===== src/rtl/trace_pkg.sv =====
// rtl/trace_pkg.sv - shared types, field offsets and width helper for the trace player
//
// Contents:
//   state_t          replay FSM states
//   DEF_*            default configuration values
//   trace_data_bits  width of one trace ROM entry for a given configuration
//   *_LSB / *_BIT    entry field offsets for the default configuration
//
// Packet entries are laid out MSB first as
// {is_packet, last, [unused], prio, tree_id, meta, data}.
// Idle entries are laid out as {is_packet, last, [unused], count}.
package trace_pkg;

    typedef enum logic [2:0] {
        ST_IDLE  = 3'd0,
        ST_FETCH = 3'd1,
        ST_PUSH  = 3'd2,
        ST_WAIT  = 3'd3,
        ST_DONE  = 3'd4
    } state_t;

    localparam int DEF_PTW        = 16;
    localparam int DEF_MTW        = 16;
    localparam int DEF_TREE_NUM   = 4;
    localparam int DEF_ROM_SIZE   = 8;
    localparam int DEF_IDLECYCLE  = 1024;

    // The two flag bits sit above whichever payload is wider: a packet body
    // or an idle count.
    function automatic int trace_data_bits(input int ptw, input int mtw,
                                           input int tree_num_bits, input int idle_bits);
        int pkt_bits;
        pkt_bits = 2 * ptw + tree_num_bits + mtw;
        return ((idle_bits > pkt_bits) ? idle_bits : pkt_bits) + 2;
    endfunction

    localparam int DEF_TREE_NUM_BITS   = $clog2(DEF_TREE_NUM);
    localparam int DEF_IDLECYCLE_BITS  = $clog2(DEF_IDLECYCLE);
    localparam int DEF_TRACE_DATA_BITS = trace_data_bits(DEF_PTW, DEF_MTW,
                                                         DEF_TREE_NUM_BITS, DEF_IDLECYCLE_BITS);

    localparam int IS_PKT_BIT = DEF_TRACE_DATA_BITS - 1;
    localparam int LAST_BIT   = DEF_TRACE_DATA_BITS - 2;
    localparam int DATA_LSB   = 0;
    localparam int META_LSB   = DATA_LSB + DEF_PTW;
    localparam int TREE_LSB   = META_LSB + DEF_MTW;
    localparam int PRIO_LSB   = TREE_LSB + DEF_TREE_NUM_BITS;

endpackage


===== src/rtl/trace_player_if.sv =====
// rtl/trace_player_if.sv - push request bus from the trace player to the vPIFO
//
// Signals:
//   valid    push request (master -> slave)
//   ready    slave accepts the push (slave -> master)
//   prio     entry priority
//   tree_id  target logical tree
//   meta     metadata
//   data     payload
// A push completes on a cycle where valid and ready are both high.
interface trace_player_if #(
    parameter int PTW           = 16,
    parameter int TREE_NUM_BITS = 2,
    parameter int MTW           = 16
);
    logic                     valid;
    logic                     ready;
    logic [PTW-1:0]           prio;
    logic [TREE_NUM_BITS-1:0] tree_id;
    logic [MTW-1:0]           meta;
    logic [PTW-1:0]           data;

    modport master (output valid, prio, tree_id, meta, data, input ready);
    modport slave  (input valid, prio, tree_id, meta, data, output ready);
endinterface


===== src/rtl/trace_entry_decode.sv =====
// rtl/trace_entry_decode.sv - combinational split of one trace ROM entry into its fields
//
// Ports:
//   entry       raw ROM word
//   is_packet   1 = packet entry, 0 = idle entry
//   last        final entry of the trace
//   idle_count  gap length in cycles (meaningful for idle entries)
//   prio, tree_id, meta, data  packet fields (meaningful for packet entries)
module trace_entry_decode
    import trace_pkg::*;
#(
    parameter int PTW             = 16,
    parameter int MTW             = 16,
    parameter int TREE_NUM_BITS   = 2,
    parameter int IDLECYCLE_BITS  = 10,
    parameter int TRACE_DATA_BITS = trace_data_bits(PTW, MTW, TREE_NUM_BITS, IDLECYCLE_BITS)
) (
    input  logic [TRACE_DATA_BITS-1:0] entry,
    output logic                       is_packet,
    output logic                       last,
    output logic [IDLECYCLE_BITS-1:0]  idle_count,
    output logic [PTW-1:0]             prio,
    output logic [TREE_NUM_BITS-1:0]   tree_id,
    output logic [MTW-1:0]             meta,
    output logic [PTW-1:0]             data
);

    localparam int D_LSB = DATA_LSB;
    localparam int M_LSB = D_LSB + PTW;
    localparam int T_LSB = M_LSB + MTW;
    localparam int P_LSB = T_LSB + TREE_NUM_BITS;

    assign is_packet  = entry[TRACE_DATA_BITS-1];
    assign last       = entry[TRACE_DATA_BITS-2];
    assign idle_count = entry[IDLECYCLE_BITS-1:0];
    assign prio       = entry[P_LSB +: PTW];
    assign tree_id    = entry[T_LSB +: TREE_NUM_BITS];
    assign meta       = entry[M_LSB +: MTW];
    assign data       = entry[D_LSB +: PTW];

endmodule


===== src/rtl/trace_player.sv =====
// rtl/trace_player.sv - replays a stored push trace from ROM into the vPIFO push port
//
// Ports:
//   i_clk, i_arst      clock, asynchronous active-high reset
//   i_start            one-cycle request to begin replay (honoured only in IDLE)
//   i_abort            return to IDLE next cycle, dropping any in-flight push
//   o_rom_read_en      high in FETCH
//   o_rom_addr         current entry pointer; holds its value outside FETCH
//   i_rom_data         ROM word, combinational from o_rom_addr
//   push               push request bus (master side)
//   o_busy             high in FETCH, PUSH and WAIT
//   o_done             one-cycle pulse after the final entry
//   o_push_count       pushes completed in the current replay
module trace_player
    import trace_pkg::*;
#(
    parameter int PTW       = 16,
    parameter int MTW       = 16,
    parameter int TREE_NUM  = 4,
    parameter int ROM_SIZE  = 8,
    parameter int IDLECYCLE = 1024,
    localparam int TREE_NUM_BITS   = $clog2(TREE_NUM),
    localparam int ROM_WIDTH       = $clog2(ROM_SIZE),
    localparam int IDLECYCLE_BITS  = $clog2(IDLECYCLE),
    localparam int TRACE_DATA_BITS = trace_data_bits(PTW, MTW, TREE_NUM_BITS, IDLECYCLE_BITS)
) (
    input  logic                       i_clk,
    input  logic                       i_arst,
    input  logic                       i_start,
    input  logic                       i_abort,
    output logic                       o_rom_read_en,
    output logic [ROM_WIDTH-1:0]       o_rom_addr,
    input  logic [TRACE_DATA_BITS-1:0] i_rom_data,
    trace_player_if.master             push,
    output logic                       o_busy,
    output logic                       o_done,
    output logic [ROM_WIDTH:0]         o_push_count
);

    localparam logic [ROM_WIDTH-1:0]      PTR_LAST = ROM_WIDTH'(ROM_SIZE - 1);
    localparam logic [IDLECYCLE_BITS-1:0] CNT_ONE  = IDLECYCLE_BITS'(1);

    logic                      dec_is_packet;
    logic                      dec_last;
    logic [IDLECYCLE_BITS-1:0] dec_idle;
    logic [PTW-1:0]            dec_prio;
    logic [TREE_NUM_BITS-1:0]  dec_tree;
    logic [MTW-1:0]            dec_meta;
    logic [PTW-1:0]            dec_data;

    trace_entry_decode #(
        .PTW             (PTW),
        .MTW             (MTW),
        .TREE_NUM_BITS   (TREE_NUM_BITS),
        .IDLECYCLE_BITS  (IDLECYCLE_BITS),
        .TRACE_DATA_BITS (TRACE_DATA_BITS)
    ) u_decode (
        .entry      (i_rom_data),
        .is_packet  (dec_is_packet),
        .last       (dec_last),
        .idle_count (dec_idle),
        .prio       (dec_prio),
        .tree_id    (dec_tree),
        .meta       (dec_meta),
        .data       (dec_data)
    );

    state_t                    state_q, state_d;
    logic [ROM_WIDTH-1:0]      ptr_q, ptr_d;
    logic [IDLECYCLE_BITS-1:0] cnt_q, cnt_d;
    logic                      last_q, last_d;
    logic [PTW-1:0]            prio_q, prio_d;
    logic [TREE_NUM_BITS-1:0]  tree_q, tree_d;
    logic [MTW-1:0]            meta_q, meta_d;
    logic [PTW-1:0]            data_q, data_d;
    logic [ROM_WIDTH:0]        count_q, count_d;
    logic                      advance;
    logic                      adv_last;

    always_ff @(posedge i_clk or posedge i_arst) begin
        if (i_arst) begin
            state_q <= ST_IDLE;
            ptr_q   <= '0;
            cnt_q   <= '0;
            last_q  <= 1'b0;
            prio_q  <= '0;
            tree_q  <= '0;
            meta_q  <= '0;
            data_q  <= '0;
            count_q <= '0;
        end else begin
            state_q <= state_d;
            ptr_q   <= ptr_d;
            cnt_q   <= cnt_d;
            last_q  <= last_d;
            prio_q  <= prio_d;
            tree_q  <= tree_d;
            meta_q  <= meta_d;
            data_q  <= data_d;
            count_q <= count_d;
        end
    end

    // A zero-length idle entry advances straight out of FETCH, so its last
    // flag comes from the decoder; every other advance uses the flag latched
    // when the entry was fetched.
    assign adv_last = (state_q == ST_FETCH) ? dec_last : last_q;

    always_comb begin
        state_d = state_q;
        ptr_d   = ptr_q;
        cnt_d   = cnt_q;
        last_d  = last_q;
        prio_d  = prio_q;
        tree_d  = tree_q;
        meta_d  = meta_q;
        data_d  = data_q;
        count_d = count_q;
        advance = 1'b0;

        case (state_q)
            ST_IDLE: begin
                if (i_start) begin
                    state_d = ST_FETCH;
                    ptr_d   = '0;
                    count_d = '0;
                end
            end
            ST_FETCH: begin
                last_d = dec_last;
                if (dec_is_packet) begin
                    prio_d  = dec_prio;
                    tree_d  = dec_tree;
                    meta_d  = dec_meta;
                    data_d  = dec_data;
                    state_d = ST_PUSH;
                end else if (dec_idle != '0) begin
                    cnt_d   = dec_idle;
                    state_d = ST_WAIT;
                end else begin
                    advance = 1'b1;
                end
            end
            ST_PUSH: begin
                if (push.ready) begin
                    count_d = count_q + 1'b1;
                    advance = 1'b1;
                end
            end
            ST_WAIT: begin
                // Counter holds the WAIT cycles still to run, including this one.
                if (cnt_q == CNT_ONE) begin
                    advance = 1'b1;
                end else begin
                    cnt_d = cnt_q - 1'b1;
                end
            end
            ST_DONE: begin
                state_d = ST_IDLE;
            end
            default: begin
                state_d = ST_IDLE;
            end
        endcase

        // No wrap-around: the final ROM slot ends the trace even without a last flag.
        if (advance) begin
            if (adv_last || (ptr_q == PTR_LAST)) begin
                state_d = ST_DONE;
            end else begin
                ptr_d   = ptr_q + 1'b1;
                state_d = ST_FETCH;
            end
        end

        // Abort wins over everything; a push seen this cycle is not counted and
        // a simultaneous start does not clear the pointer or count.
        if (i_abort) begin
            state_d = ST_IDLE;
            ptr_d   = ptr_q;
            count_d = count_q;
        end
    end

    assign o_rom_read_en = (state_q == ST_FETCH);
    assign o_rom_addr    = ptr_q;
    assign o_busy        = (state_q == ST_FETCH) || (state_q == ST_PUSH) || (state_q == ST_WAIT);
    assign o_done        = (state_q == ST_DONE);
    assign o_push_count  = count_q;

    assign push.valid   = (state_q == ST_PUSH);
    assign push.prio    = prio_q;
    assign push.tree_id = tree_q;
    assign push.meta    = meta_q;
    assign push.data    = data_q;

endmodule


===== src/flat_wrapper.sv =====
// flat-port wrapper written by rule: the top's interface ports become plain ports
module trace_player_flat import trace_pkg::*;
#(
    parameter int PTW       = 16,
    parameter int MTW       = 16,
    parameter int TREE_NUM  = 4,
    parameter int ROM_SIZE  = 8,
    parameter int IDLECYCLE = 1024,
    localparam int TREE_NUM_BITS   = $clog2(TREE_NUM),
    localparam int ROM_WIDTH       = $clog2(ROM_SIZE),
    localparam int IDLECYCLE_BITS  = $clog2(IDLECYCLE),
    localparam int TRACE_DATA_BITS = trace_data_bits(PTW, MTW, TREE_NUM_BITS, IDLECYCLE_BITS)
)
  (i_clk, i_arst, i_start, i_abort, o_rom_read_en, o_rom_addr, i_rom_data, o_busy, o_done, o_push_count, push_valid, push_prio, push_tree_id, push_meta, push_data, push_ready);
  trace_player_if #(.PTW(PTW), .TREE_NUM_BITS(2), .MTW(MTW)) push_i ();
  input  logic i_clk;
  input  logic i_arst;
  input  logic i_start;
  input  logic i_abort;
  output logic o_rom_read_en;
  output logic [ROM_WIDTH-1:0] o_rom_addr;
  input  logic [TRACE_DATA_BITS-1:0] i_rom_data;
  output logic o_busy;
  output logic o_done;
  output logic [ROM_WIDTH:0] o_push_count;
  output wire logic [$bits(push_i.valid)-1:0] push_valid;
  output wire logic [$bits(push_i.prio)-1:0] push_prio;
  output wire logic [$bits(push_i.tree_id)-1:0] push_tree_id;
  output wire logic [$bits(push_i.meta)-1:0] push_meta;
  output wire logic [$bits(push_i.data)-1:0] push_data;
  input wire logic [$bits(push_i.ready)-1:0] push_ready;
  assign push_valid = push_i.valid;
  assign push_prio = push_i.prio;
  assign push_tree_id = push_i.tree_id;
  assign push_meta = push_i.meta;
  assign push_data = push_i.data;
  assign push_i.ready = push_ready;
  trace_player #(.PTW(PTW), .MTW(MTW), .TREE_NUM(TREE_NUM), .ROM_SIZE(ROM_SIZE), .IDLECYCLE(IDLECYCLE)) u_core (.i_clk(i_clk), .i_arst(i_arst), .i_start(i_start), .i_abort(i_abort), .o_rom_read_en(o_rom_read_en), .o_rom_addr(o_rom_addr), .i_rom_data(i_rom_data), .push(push_i), .o_busy(o_busy), .o_done(o_done), .o_push_count(o_push_count));
endmodule

===== config.mk =====
export PLATFORM = sky130hd
export DESIGN_NAME = trace_player_flat
export DESIGN_NICKNAME = d
export VERILOG_FILES = /design/src/rtl/trace_pkg.sv /design/src/rtl/trace_player_if.sv /design/src/rtl/trace_entry_decode.sv /design/src/rtl/trace_player.sv /design/src/flat_wrapper.sv
export SDC_FILE = /design/constraint.sdc
export NUM_CORES = 1
export LEC_CHECK = 0
export ABC_AREA = 1
export CAP_MARGIN = 5
export CORE_MARGIN = 4
export CORE_UTILIZATION = 47
export CTS_CLUSTER_SIZE = 24
export DETAILED_ROUTE_END_ITERATION = 10
export HOLD_SLACK_MARGIN = 0.15
export PLACE_DENSITY = 0.8
export REMOVE_ABC_BUFFERS = 1
export SYNTH_ARGS = -nofsm -noshare
export SYNTH_HDL_FRONTEND = slang
export SYNTH_HIERARCHICAL = 1
export SYNTH_SLANG_ARGS = --single-unit

===== constraint.sdc =====
create_clock -name i_clk -period 2.25 [get_ports i_clk]
set_input_delay 0.225 -clock i_clk [delete_from_list [all_inputs] [get_ports i_clk]]
set_output_delay 0.225 -clock i_clk [all_outputs]
set_load 0.05 [all_outputs]

**Word level (Yosys, flattened, before mapping)**

Index checks and enable logic that the tools add are counted.

- Register bits after elaboration: 71
- Output and inout port bits: 61
- Logic and storage cells: 63

- Add/sub/neg operators: 3
- Eq/ne operators: 14
- Multiplexer cells: 24
- Bitwise operators: 1
- Reduce and logical (&&, ||, !) cells: 12

Operators by type and width:

| kind | count |
|---|---|
| $mux W10 | 3 |
| $mux W3 | 10 |
| $pmux W10 S2 | 1 |
| $eq A10 B1 Y1 const B | 1 |
| $reduce_bool A10 Y1 | 1 |
| $sub A10 B1 Y10 const B | 1 |
| $pmux W3 S3 | 1 |
| $mux W4 | 2 |
| $pmux W4 S2 | 1 |
| $reduce_and A4 Y1 | 2 |
| $eq A3 B2 Y1 const B | 2 |
| $eq A3 B3 Y1 const B | 2 |
| $ne A2 B2 Y1 const B | 3 |
| $mux W1 | 5 |
| $ne A5 B2 Y1 const B | 1 |
| $add A4 B1 Y4 const B | 1 |
| $ne A2 B1 Y1 const B | 2 |
| $ne A4 B3 Y1 const B | 1 |
| $reduce_bool A2 Y1 | 2 |
| $add A3 B1 Y3 const B | 1 |
| $eq A3 B1 Y1 const B | 1 |
| $logic_not A3 Y1 | 1 |
| $logic_or A1 B1 Y1 | 3 |
| $ne A3 B1 Y1 const B | 1 |
| 5 further kinds | 5 |

**Logic depth before layout (Yosys ltp)**

Gate-level depths: netlist of run 1.

- Depth in word-level cells: 6
- Gate-level depth with buffers: 11
- Mapped depth without buffers: 11

**Modules after synthesis**

Netlist of run 1, hierarchy kept.

By module, submodules not included:

| module | times used | cells each | area each (µm²) | seq. area each (µm²) |
|---|---|---|---|---|
| trace_player | 1 | 318 | 3379.5 | 1776.7 |
| trace_entry_decode | 1 | 62 | 465.4 | 0.0 |

**Worst setup path after synthesis of run 1**

OpenSTA, ideal clock, no wires.

- Kind: register -> output
- From: register u_core.state_q[0]
- To: output port o_done
- Arrival: 1.588 ns
- Data required time: 2.025 ns
- Slack: 0.437 ns
- Cell stages (with the launch flop): 2
- Path buffers: 0
- Cells stage by stage: dfrtp_1 > nor3_1

- Longest elaborated chain between the ends: 1

Ends and longest elaborated chain:

| what | RTL line | RTL |
|---|---|---|
| start, declared | trace_player.sv:68 | `state_t state_q, state_d;` |
| start signal, assigned | trace_player.sv:92 | `state_q <= state_d;` |
| $eq A3 B3 Y1 | trace_player.sv:188 | `assign o_done = (state_q == ST_DONE);` |
| end, declared | flat_wrapper.sv:24 | `output logic o_done;` |

Every way passes these cells.

**Worst setup path after layout of run 1**

- From: register u_core.state_q[0]
- To: register u_core.cnt_q[6]

- Longest elaborated chain between the ends: 3
- Elaborated cells between the ends (all ways): 8
- Those cells by class: eq/ne (5); mux (1); reduce/logical (2)

Ends and longest elaborated chain:

| what | RTL line | RTL |
|---|---|---|
| $eq A3 B2 Y1 or $eq A3 B1 Y1 (tied branches) | trace_player.sv:121 | `case (state_q)` |
| $ne A2 B2 Y1 (no line), or another cell as far along | - |  |
| $reduce_and A4 Y1 (no line) | - |  |
| end signal, assigned | trace_player.sv:94 | `cnt_q <= cnt_d;` |
| end, declared | trace_player.sv:70 | `logic [IDLECYCLE_BITS-1:0] cnt_q, cnt_d;` |

Parallel ways exist; a longest one is shown, timed or not.
A chain may end at the register's enable or synchronous reset.

==> results of run 1 <==
through the flow:
stage               area (µm²)  std cells    util
global placement          4621        533  0.5888
global route              4910        549  0.6256
floorplan                 3292        310       -
detailed placement        4621        533  0.5888
finish                    4910        549  0.6256
CTS                       4900        549  0.6244
state kept, by name, indices dropped and copies added (netlist names):
| signal | count |
|---|---|
| u_core/last_q | 1 |
| u_core/o_push_count | 4 |
| u_core/o_rom_addr | 3 |
| u_core/push.tree_id | 2 |
| u_core/state_q | 3 |
| u_core/push.data | 16 |
| u_core/push.meta | 16 |
| u_core/cnt_q | 10 |
| u_core/push.prio | 16 |
layout make-up:
| class | count | area [µm²] |
|---|---|---|
| repair buffers | 121 | 1211 |
| fillers | 641 | 2938 |
| multi-input cells | 213 | 1418 |
| clock inverters | 5 | 127.6 |
| inverters | 26 | 97.59 |
| clock buffers | 11 | 151.4 |
| flip-flops and latches | 71 | 1777 |
| well taps | 102 | 127.6 |
worst max-delay path, cell delays in order, from the launching register on:
cell	delay [ns]
dfrtp_1	0.50
nand3_2	0.30
nor2_1	0.10
nand2_2	0.12
nand4_2	0.11
nor2_4	0.38
o21ai_0	0.16
nand2_1	0.08
nand2_1	0.04
layer usage:
metal | global-route usage | up-vias
met1 | 0.2078 | 1290
met5 | 0 | -
met3 | 0.05803 | 13
met4 | 0.05882 | 0
li1 | - | 1306
met2 | 0.2735 | 98
power by group through the flow:
stage	combinational (mW)	clock, mW	sequential (mW)
5_1_grt	4.83	1.47	2.34
3_3_place_gp	4.52	0	2.24
6_report	4.55	1.37	2.26
4_1_cts	4.60	1.41	2.26
3_5_place_dp	4.58	0	2.28
2_1_floorplan	1.38	0	3.96
layout by cell type, fill, tap and decap left out, types with 2 or more instances in the layout:
cell type,netlist,routed
a21oi_1,3,3
buf_4,63,4
bufinv_16,0,4
clkbuf_8,3,11
clkdlybuf4s50_1,0,113
dfrtp_1,71,71
dlymetal6s2s_1,0,4
ha_1,5,5
inv_1,23,22
inv_2,2,3
mux2_2,50,50
nand2_1,69,69
nand2_2,2,2
nand3_1,7,7
nand3_2,3,3
nand4_1,5,5
nor2_1,25,25
nor2_4,2,2
nor3_1,3,3
o21ai_0,13,13
o21ai_2,5,5
or2_2,4,4
xor2_1,4,4
cells by family after synthesis:
logic type	after synthesis	share of synthesized area
simple gates	124	0.1461
buf+inv	96	0.1692
flops	71	0.4621
mux	50	0.1464
compound gates	29	0.04849
xor+xnor	5	0.01139
fa+ha+maj	5	0.01627
worst min path at each step:
stage,to,cells after the start,slack (ns)
final,u_core/push.data[12],3,0.31
after global routing,u_core/push.prio[15],3,0.35
after CTS,u_core/push.meta[1],3,0.32
after detailed placement,u_core/push.meta[9],1,0.49
after global placement,u_core/push.meta[4],1,0.49
after floorplan,u_core/state_q[2],1,0.29
==> impl_results.md, run 1 <==
- I/O pin cnt: 118
- Top Layer Used: met4
- Cell-internal power: 4.460 mW
- Pwr per Cell Area: 1667 nW/µm²
- Worst Hold Class: in -> async
- R2R cell count: 8
- Final worst slack: 0.3562 ns
- Fin crit share: 0.8417
- Hold_buf cts: 0
- Share of post-route cells with drive strength above 1: 0.2058
- First-pass GRT wire length: 13330 µm
- CORE AREA: 7848 µm²
- Final Hold Fails: 0
- Initial Util: 0.4900
- Maximum VDD drop: 0.001032 V
- First-pass iteration count of the detailed router: 5
- Worst setup slack after placement: 0.3767 ns
- Async set or reset register ratio after synthesis: 1.000
- CTS root buf: clkbuf_8
- Commonest cells in the netlist: 71 x dfrtp_1, 69 x nand2_1, 63 x buf_4
- Routed wl met2: roughly 4000 µm
- Final hold slack: 0.3119 ns
- GRT overflow: 0
- Worst reg2reg endpoint: u_core/cnt_q[6]
- CP Launch Type: flop
- Cts bufs inserted: 9
- # H-tree levels: 3
- Synth top area cells: dfrtp_1 46%, mux2_2 15%, buf_4 12%
- Net Sw Power: 3.726 mW
- Max Fclk: between 500 and 600 MHz
- Max clock buf depth: 2
- Sequential cell area fraction in the yosys report: 0.4621
- Crit path DAT: 2.12 ns
- Post-Syn Area: just under 4000 µm²
- Clk Latency, worst-skew pair: between 0.3 and 0.4 ns
- CTS resizes: 0
- Vias in the first global route: 2813
- Unrepaired setup endpoints after global routing: no
- Area growth, synth to finish: 27.69%
- Worst-path maximum fanout: 16
- Syn Area/Cell: 10.12 µm²
- Detail-routed via count per cell: about 4.9
- Vert. Die Dim: 98.45 µm
- Post-Syn Instances: 380
- DRC Markers: 0
- Rows: 32
- HPWL Detailed: 5851 µm
- Run status: finished, final reports clean
- Slew @ Worst Pin: 0.5251 ns
- Setup Buffers After CTS: 0
- DIE AREA: 9691 µm²
- Final setup viols: 0
- Tmin final: 1.894 ns
- Main synth FF type: dfrtp_1
- Nets: 504
- Area leader, netlist: dfrtp_1
- Critical Path Sink: u_core/cnt_q[6]
- YS warnings: 6
- Switch share: 0.4552
- Worst setup path category: reg -> reg
- Gate power share: 0.556
- Final clock skew: 0.004888 ns
- Iter 0 DRT Violations: 80
- TritonCTS clock tree: yes
- Max-slew headroom: 0.6488
- Clock transition at path regs: 0.07 ns
- Antenna violations before repair: 0
- R2R Path Start: u_core/state_q[0]
- Critical Path RT: 2.47 ns
- DR WL/cell: between 10 and 15 µm
- Power, Total: 8.186 mW
- Library cells used by synthesis: 36
- Max-cap viol count: 0
- Cell with the most instances after synthesis: dfrtp_1
- Final ANT Viol Nets: 0
- Leakage power: 2.232 nW
- TritonCTS Sinks: 71
- Slew Limit Fails: 0
- IO buf count: 117
- Largest net degree at the start of global routing: 37
- FF+latch count, synth: 71
- Vias: approximately 2700
- Worst Setup SP: u_core/state_q[0]
- CP Capture Type: flop
- DRT met1 WL: 3121 µm
- Setup TNS: 0 ns
- Placer Congestion: 0.8379
- GRT Resource Usage Total: 0.1677
- Seq pwr share: 0.276
- Yosys top cell area share: 0.4621
- Metal3 WL: 649 µm
- Total Wirelength: 7825 µm
- Clock share of power: 0.168
- R2r setup slk: 0.36 ns
- Diode count: 0
- Post-synth EDFFs: 0
- Die width: a little under 100 µm
Power figures use the tool's default switching activity.
==> inputs of run 2 (changes only) <==
--- a/config.mk
+++ b/config.mk
@@ -8,11 +8,11 @@
 export ABC_AREA = 1
 export CAP_MARGIN = 5
 export CORE_MARGIN = 4
-export CORE_UTILIZATION = 47
+export CORE_UTILIZATION = 43
 export CTS_CLUSTER_SIZE = 24
 export DETAILED_ROUTE_END_ITERATION = 10
 export HOLD_SLACK_MARGIN = 0.15
-export PLACE_DENSITY = 0.8
+export PLACE_DENSITY = 0.77
 export REMOVE_ABC_BUFFERS = 1
 export SYNTH_ARGS = -nofsm -noshare
 export SYNTH_HDL_FRONTEND = slang
==> constraint.sdc (replaced) <==
create_clock -name i_clk -period 1.54 [get_ports i_clk]
set_input_delay 0.154 -clock i_clk [delete_from_list [all_inputs] [get_ports i_clk]]
set_output_delay 0.154 -clock i_clk [all_outputs]
set_load 0.05 [all_outputs]
==> run 2 against run 1 <==
The run now ends with setup timing left. Flip-flop and latch count unchanged. First-iteration DRC count up 83%. Via count up 10%. Sequential share of layout area down 2.4 points. Cell count up 9.1%. Setup slack worse by 0.37 ns. Non-clock buffer count up 43. Critical path depth down 1. Final area up 7.5%. Critical path type unchanged. Largest power group unchanged. Highest routed layer unchanged.
==> impl_results.md, run 2 (synthesis gave the netlist of run 1 again) <==
- Run status: finished with violations
- Failing checks: setup timing
- Worst Hold Class: in -> async
- Worst stage delay on the critical path: 0.45 ns (-0.05 ns)
- Worst reg2reg endpoint: u_core/cnt_q[7]
- Diode count: 0 (unchanged)
- Hold_buf cts: 0 (unchanged)
- Worst Setup SP: u_core/cnt_q[3]
- Largest net degree at the start of global routing: 72 (+95%)
- R2R cell count: 7 (-1)
- Crit path DAT: 1.77 ns (-0.35 ns)
- DR WL/cell: 14.96 µm (+5.0%)
- Vert. Die Dim: 102.6 µm (+4.2%)
- Max clock buf depth: 2 (unchanged)
- Rows: 34 (+6.3%)
- Area growth, synth to finish: 37.29%
- CORE AREA: 8721 µm² (+11%)
- Initial Util: 0.4409 (-0.04907)
- # H-tree levels: 3 (unchanged)
- Final core utilization: 0.6053 (-0.02033)
- Tmin final: 1.551 ns (-0.3427 ns)
- Critical Path Most Common Cell: nand2_1
- DRC Markers: 0 (unchanged)
- Total Wirelength: 8964 µm (+15%)
- Slowest-stage cell, CP: dfrtp_2
- Final ANT Viol Nets: 0 (unchanged)
- Switch share: 0.4855 (+0.03034)
- Share of post-route cells with drive strength above 1: 0.4623 (+0.2565)
- CP Depth: 7 (-1)
- WP buf/inv: 0 (unchanged)
- Maximum VDD drop: 0.001405 V (+36%)
- First-pass GRT wire length: 13720 µm (+2.9%)
- Worst setup slack after placement: -0.2536 ns (-0.6303 ns)
- GRT overflow: 0 (unchanged)
- Pwr per Cell Area: 2287 nW/µm² (+37%)
- R2r setup slk: -0.01 ns (-0.37 ns)
- R2R Path Start: u_core/cnt_q[3]
- Leakage power: 2.480 nW (+11%)
- Seq pwr share: 0.275 (about the same)
- Final clock skew: 0.006578 ns (+0.001690 ns)
- Final setup viols: 1 (+1)
- Critical Path Sink: u_core/cnt_q[7]
- Max-slew headroom: 0.7425 (+0.09363)
- DIE AREA: 10520 µm² (+8.5%)
- CTS root buf: clkbuf_8
- Fin crit share: 1.007 (+0.1655)
- First-pass iteration count of the detailed router: 4 (-1)
- Placer Congestion: 0.8311 (-0.81%)
- I/O pin cnt: 118 (unchanged)
- Slew @ Worst Pin: 0.3863 ns (-0.1388 ns)
- TritonCTS Sinks: 71 (unchanged)
- Detail-routed via count per cell: 4.982 (+1.0%)
- Clock transition at path regs: 0.08 ns (about the same)
- IO buf count: 117 (unchanged)
- Final Hold Fails: 0 (unchanged)
- Cell Area, Placed: 4776 µm² (+3.4%)
- Commonest non-fill, non-tap cells in the layout: 90 x buf_4, 67 x dfrtp_1, 62 x nand2_1
- Antenna violations before repair: 0 (unchanged)
- Net Sw Power: 5.861 mW (+57%)
- Die width: 102.6 µm (+4.2%)
- CP Launch Type: flop
- Worst-path maximum fanout: 4 (-12)
- Worst setup path category: reg -> reg
- Top delay family on crit path: simple AND/OR/NAND/NOR gates
- Final hold slack: 0.1869 ns (-0.1250 ns)
- Final Cell Area: 5279 µm² (+7.5%)
- Cts bufs inserted: 9 (unchanged)
- Commonest non-fill, non-tap cell in the layout: buf_4
- HPWL Detailed: 6301 µm (+7.7%)
- CP Capture Type: flop
- Max Fclk: 644.7 MHz (+22%)
- Clock share of power: 0.106 (-0.062)
- TritonCTS clock tree: yes
- Nets: 548 (+8.7%)
- Cell-internal power: 6.210 mW (+39%)
- Unrepaired setup endpoints after global routing: yes
- Gate power share: 0.619 (+0.063)
- Slew Limit Fails: 0 (unchanged)
- Max-cap viol count: 0 (unchanged)
- Iter 0 DRT Violations: 146 (+83%)
- Final worst slack: -0.01115 ns (-0.3673 ns)
- Critical Path RT: 1.76 ns (-0.71 ns)
- Vias in the first global route: 3030 (+7.7%)
- GRT Resource Usage Total: 0.1658 (-0.001955)
- Vias: 2984 (+10%)
- Clk Latency, worst-skew pair: 0.34 ns (about the same)
- CP Cell Sequence: or2_2 -> nor2_2 -> nand2_1 -> xor2_1 -> nand2_1 -> o211ai_1 -> nand2_1
==> run 2: changes by cell type in the layout (fill, tap and decap cells not counted), moves of 5 or more <==
| cell | change |
|---|---|
| nor2_2 | +7 |
| buf_4 | +86 |
| nand2_1 | -7 |
| nor2_1 | -11 |
| buf_12 | +5 |
| nand2_2 | +5 |
| clkdlybuf4s50_1 | -57 |
| buf_6 | +10 |
==> run 2: area by class of cell <==
| cell class | count | area, µm² |
|---|---|---|
| Timing Repair Buffer | 164 | 1516 |
| Clock inverter | 5 | 35.03 |
| Sequential cell | 71 | 1782 |
| Tap cell | 108 | 135.1 |
| Fill cell | 672 | 3442 |
| Inverter | 26 | 97.59 |
| Multi-Input combinational cell | 214 | 1582 |
| Clock buffer | 11 | 131.4 |
==> run 2: worst min-delay path by stage <==
stage	end	slack (ns)
3_3_place_gp	u_core/push.prio[4]	0.49
3_5_place_dp	u_core/push.prio[13]	0.49
4_1_cts	u_core/o_rom_addr[0]	0.22
6_report	u_core/push.tree_id[1]	0.19
5_1_grt	u_core/push.prio[10]	0.24
2_1_floorplan	u_core/state_q[2]	0.22
==> run 2: what timing repair did <==
item | 4_1_cts | 5_1_grt
endpoints found under the setup margin | 16 | 68
resized for setup | 6 | 55
gates cloned | 0 | 2
pin swaps | 1 | 11
buffers inserted | 6 | 6
==> run 2: tightest hold or removal path, cell delays in order <==
cell and delay, ns:
clkdlybuf4s50_1 0.41, inv_2 0.07, buf_12 0.30
==> run 2: power groups by stage <==
stage	Sequential [mW]	Clock, mW	Combinational [mW]
2_1_floorplan	5.78	0	2.01
3_3_place_gp	3.26	0	6.78
3_5_place_dp	3.31	0	6.92
4_1_cts	3.29	1.32	7.04
5_1_grt	3.45	1.40	7.88
6_report	3.32	1.29	7.47
==> run 2: per-layer routing <==
| metal | part of all wire | track usage |
|---|---|---|
| met1 | 0.37 | 0.1743 |
| met2 | 0.53 | 0.2969 |
| met3 | 0.082 | 0.06022 |
| met4 | 0.021 | 0.07164 |
| met5 | 0 | 0 |
==> run 2: metrics by stage <==
stage / setup TNS [ns] / power, mW / std cells
2_1_floorplan: -42.92 / 7.792 / 310
3_5_place_dp: -3.465 / 10.22 / 569
4_1_cts: -0.01535 / 11.65 / 591
5_1_grt: -0.4944 / 12.73 / 599
6_report: -0.01115 / 12.07 / 599
3_3_place_gp: -2.865 / 10.04 / 569
==> inputs of run 3 (changes only) <==
--- a/config.mk
+++ b/config.mk
@@ -8,11 +8,12 @@
 export ABC_AREA = 1
 export CAP_MARGIN = 5
 export CORE_MARGIN = 4
-export CORE_UTILIZATION = 43
+export CORE_UTILIZATION = 55
 export CTS_CLUSTER_SIZE = 24
 export DETAILED_ROUTE_END_ITERATION = 10
+export DONT_BUFFER_PORTS = 1
 export HOLD_SLACK_MARGIN = 0.15
-export PLACE_DENSITY = 0.77
+export PLACE_DENSITY = 0.73
 export REMOVE_ABC_BUFFERS = 1
 export SYNTH_ARGS = -nofsm -noshare
 export SYNTH_HDL_FRONTEND = slang
==> run 3 against run 2 <==
The flow still finishes with violations (setup timing). Worst hold slack better by 0.030 ns. Critical endpoint is now u_core/state_q[0]. First-iteration DRC count increased by 21%. Die area down 20%. Critical path depth rose by 4. Clock skew grew 0.0046 ns. Cell count fell by 5.0%. Total power up 0.84%. Final area down 3.7%. Wire length up 8.4%. Sequential share of layout area increased by 1.2 points. Register-to-register slack worse by 0.03 ns.
==> impl_results.md, run 3 (synthesis gave the netlist of run 1 again) <==
- Critical Path RT: 1.81 ns (+0.05 ns)
- Commonest non-fill, non-tap cell in the layout: buf_4
- Worst Hold Depth: 5
- Pwr per Cell Area: 2393 nW/µm² (+4.7%)
- Non-filler cells, final: 569 (-5.0%)
- Cts bufs inserted: 9 (unchanged)
- Vert. Die Dim: 91.61 µm (-11%)
- Worst-path maximum fanout: 4 (unchanged)
- R2R cell count: 11 (+4)
- Worst setup path category: reg -> reg
- Max-slew headroom: 0.7530 (+0.01052)
- GRT overflow: 0 (unchanged)
- CORE AREA: 6794 µm² (-22%)
- Max-cap viol count: 0 (unchanged)
- DRC Markers: 0 (unchanged)
- FF+latch area: 1779 µm² (-0.14%)
- CP Capture Type: flop
- Share of post-route cells with drive strength above 1: 0.4482 (-0.01412)
- Cell Count Post-Placement: 485 (-15%)
- Multi-input logic area: 1592 µm² (+0.63%)
- Final setup viols: 3 (+2)
- First-pass iteration count of the detailed router: 4 (unchanged)
- Detail-routed via count per cell: 5.244 (+5.3%)
- Crit path DAT: 1.84 ns (+0.07 ns)
- Initial Util: 0.5659 (+0.1250)
- Vias in the first global route: 3165 (+4.5%)
- Final Cell Area: 5086 µm² (-3.7%)
- # H-tree levels: 3 (unchanged)
- Diode count: 0 (unchanged)
- Power, Total: 12.17 mW (+0.84%)
- Nets: 530 (-3.3%)
- Final ANT Viol Nets: 0 (unchanged)
- CTS root buf: clkbuf_8
- Antenna violations before repair: 0 (unchanged)
- Final worst slack: -0.03836 ns (-0.02721 ns)
- Maximum VDD drop: 0.001898 V (+35%)
- Slowest-stage cell, CP: dfrtp_1
- TritonCTS Sinks: 71 (unchanged)
- Slew @ Worst Pin: 0.3705 ns (-0.01578 ns)
- Largest net degree at the start of global routing: 72 (unchanged)
- Die width: 91.61 µm (-11%)
- Final Hold Fails: 0 (unchanged)
- Max Fclk: 633.6 MHz (-1.7%)
- Unrepaired setup endpoints after global routing: yes
- CP Launch Type: flop
- Fin crit share: 1.025 (+0.01767)
- Total Wirelength: 9721 µm (+8.4%)
- IO buf count: 0 (-100%)
- DR WL/cell: 17.08 µm (+14%)
- Max clock buf depth: 2 (unchanged)
- GRT Resource Usage Total: 0.2253 (+0.05955)
- Leakage power: 2.406 nW (-3.0%)
- Area growth, synth to finish: 32.28%
- Setup TNS: -0.05703 ns (-0.04588 ns)
- Rows: 30 (-12%)
- Final clock skew: 0.01115 ns (+0.004572 ns)
- Iter 0 DRT Violations: 176 (+21%)
- Placer Congestion: 0.9126 (+9.8%)
- Worst stage delay on the critical path: 0.41 ns (-0.04 ns)
- Final hold slack: 0.2170 ns (+0.03002 ns)
- Commonest non-fill, non-tap cells in the layout: 79 x buf_4, 69 x dfrtp_1, 58 x nand2_1
- Clk Latency, worst-skew pair: 0.34 ns (about the same)
- CP Cell Sequence: inv_2 -> ha_4 -> nand2_2 -> nor2_2 -> nand2_2 -> buf_4 -> nand4_1 -> nand2_1 -> inv_1 -> nand3_1 -> nand2_1
- Cell Area, Placed: 4035 µm² (-16%)
- Worst Hold Class: in -> reg
- Fillers: 423 (-37%)
- Clock transition at path regs: 0.07 ns (about the same)
- First-pass GRT wire length: 15110 µm (+10%)
- TritonCTS clock tree: yes
- Tmin final: 1.578 ns (+0.02721 ns)
- I/O pin cnt: 118 (unchanged)
- DIE AREA: 8392 µm² (-20%)
- Run status: finished with violations
- HPWL Detailed: 5715 µm (-9.3%)
- Slew Limit Fails: 0 (unchanged)
- Vias: 2984 (unchanged)
- Failing checks: setup timing
run 3: cell count changes in the layout (fill, tap and decap cells not counted), moves of 3 or more:
cell / change
dlygate4sd3_1: +56
buf_6: -3
buf_4: -11
buf_12: -3
nor2_2: +3
nor2_4: -3
clkdlybuf4s50_1: -56
nand2_1: -4
run 3: routing by layer:
| metal | GRT usage | share of wire |
|---|---|---|
| met5 | 0 | 0 |
| met4 | 0.09045 | 0.027 |
| met3 | 0.07629 | 0.086 |
| met2 | 0.3841 | 0.50 |
| met1 | 0.2594 | 0.38 |
run 3: where the power goes:
| part | internal [mW] | switching [mW] |
|---|---|---|
| sequential | 2.75 | 0.609 |
| clock | 0.844 | 0.704 |
| combinational | 2.64 | 4.62 |
| total | 6.24 | 5.94 |
run 3: cell type report:
class                           instances  area share
Timing Repair Buffer                  145      0.2531
Sequential cell                        71      0.3498
Multi-Input combinational cell        215      0.3129
Clock inverter                          4     0.01033
Clock buffer                           12     0.03050
Tap cell                               96     0.02362
Inverter                               26     0.01968
run 3: timing repair:
item                                   4_1_cts  5_1_grt
pin swaps                                    0        7
gates resized for setup                      3       55
setup endpoints to repair                   32       73
hold buffers                                55        1
endpoints found under the hold margin      140        1
cloned                                       1        1
buffers inserted                             3        7
run 3: path summary, 6_finish.rpt:
path                                       from                    to  slack (ns)
hold / removal                   i_rom_data[51]       u_core/cnt_q[6]        0.22
min in group asynchronous                i_arst  u_core/push.data[10]        0.36
hold reg to reg            u_core/push.meta[14]  u_core/push.meta[14]        0.51
max in group asynchronous                i_arst   u_core/push.data[8]        0.88
setup reg to reg                u_core/cnt_q[1]     u_core/state_q[0]       -0.04
setup / recovery                u_core/cnt_q[1]     u_core/state_q[0]       -0.04
run 3: worst max-delay path, delay by kind of cell, from the launching register on:
kind	cells	cell delay (ns)
simple gates	7	0.60
flops	1	0.41
buf+inv	3	0.36
fa+ha+maj	1	0.14
run 3: metrics by stage:
step,setup WS [ns],util
after floorplan,-0.4881,-
after global placement,0.03101,0.5939
after detailed placement,-0.03036,0.5939
after CTS,0.0002692,0.7107
after global routing,-0.1050,0.7486
final,-0.03836,0.7486
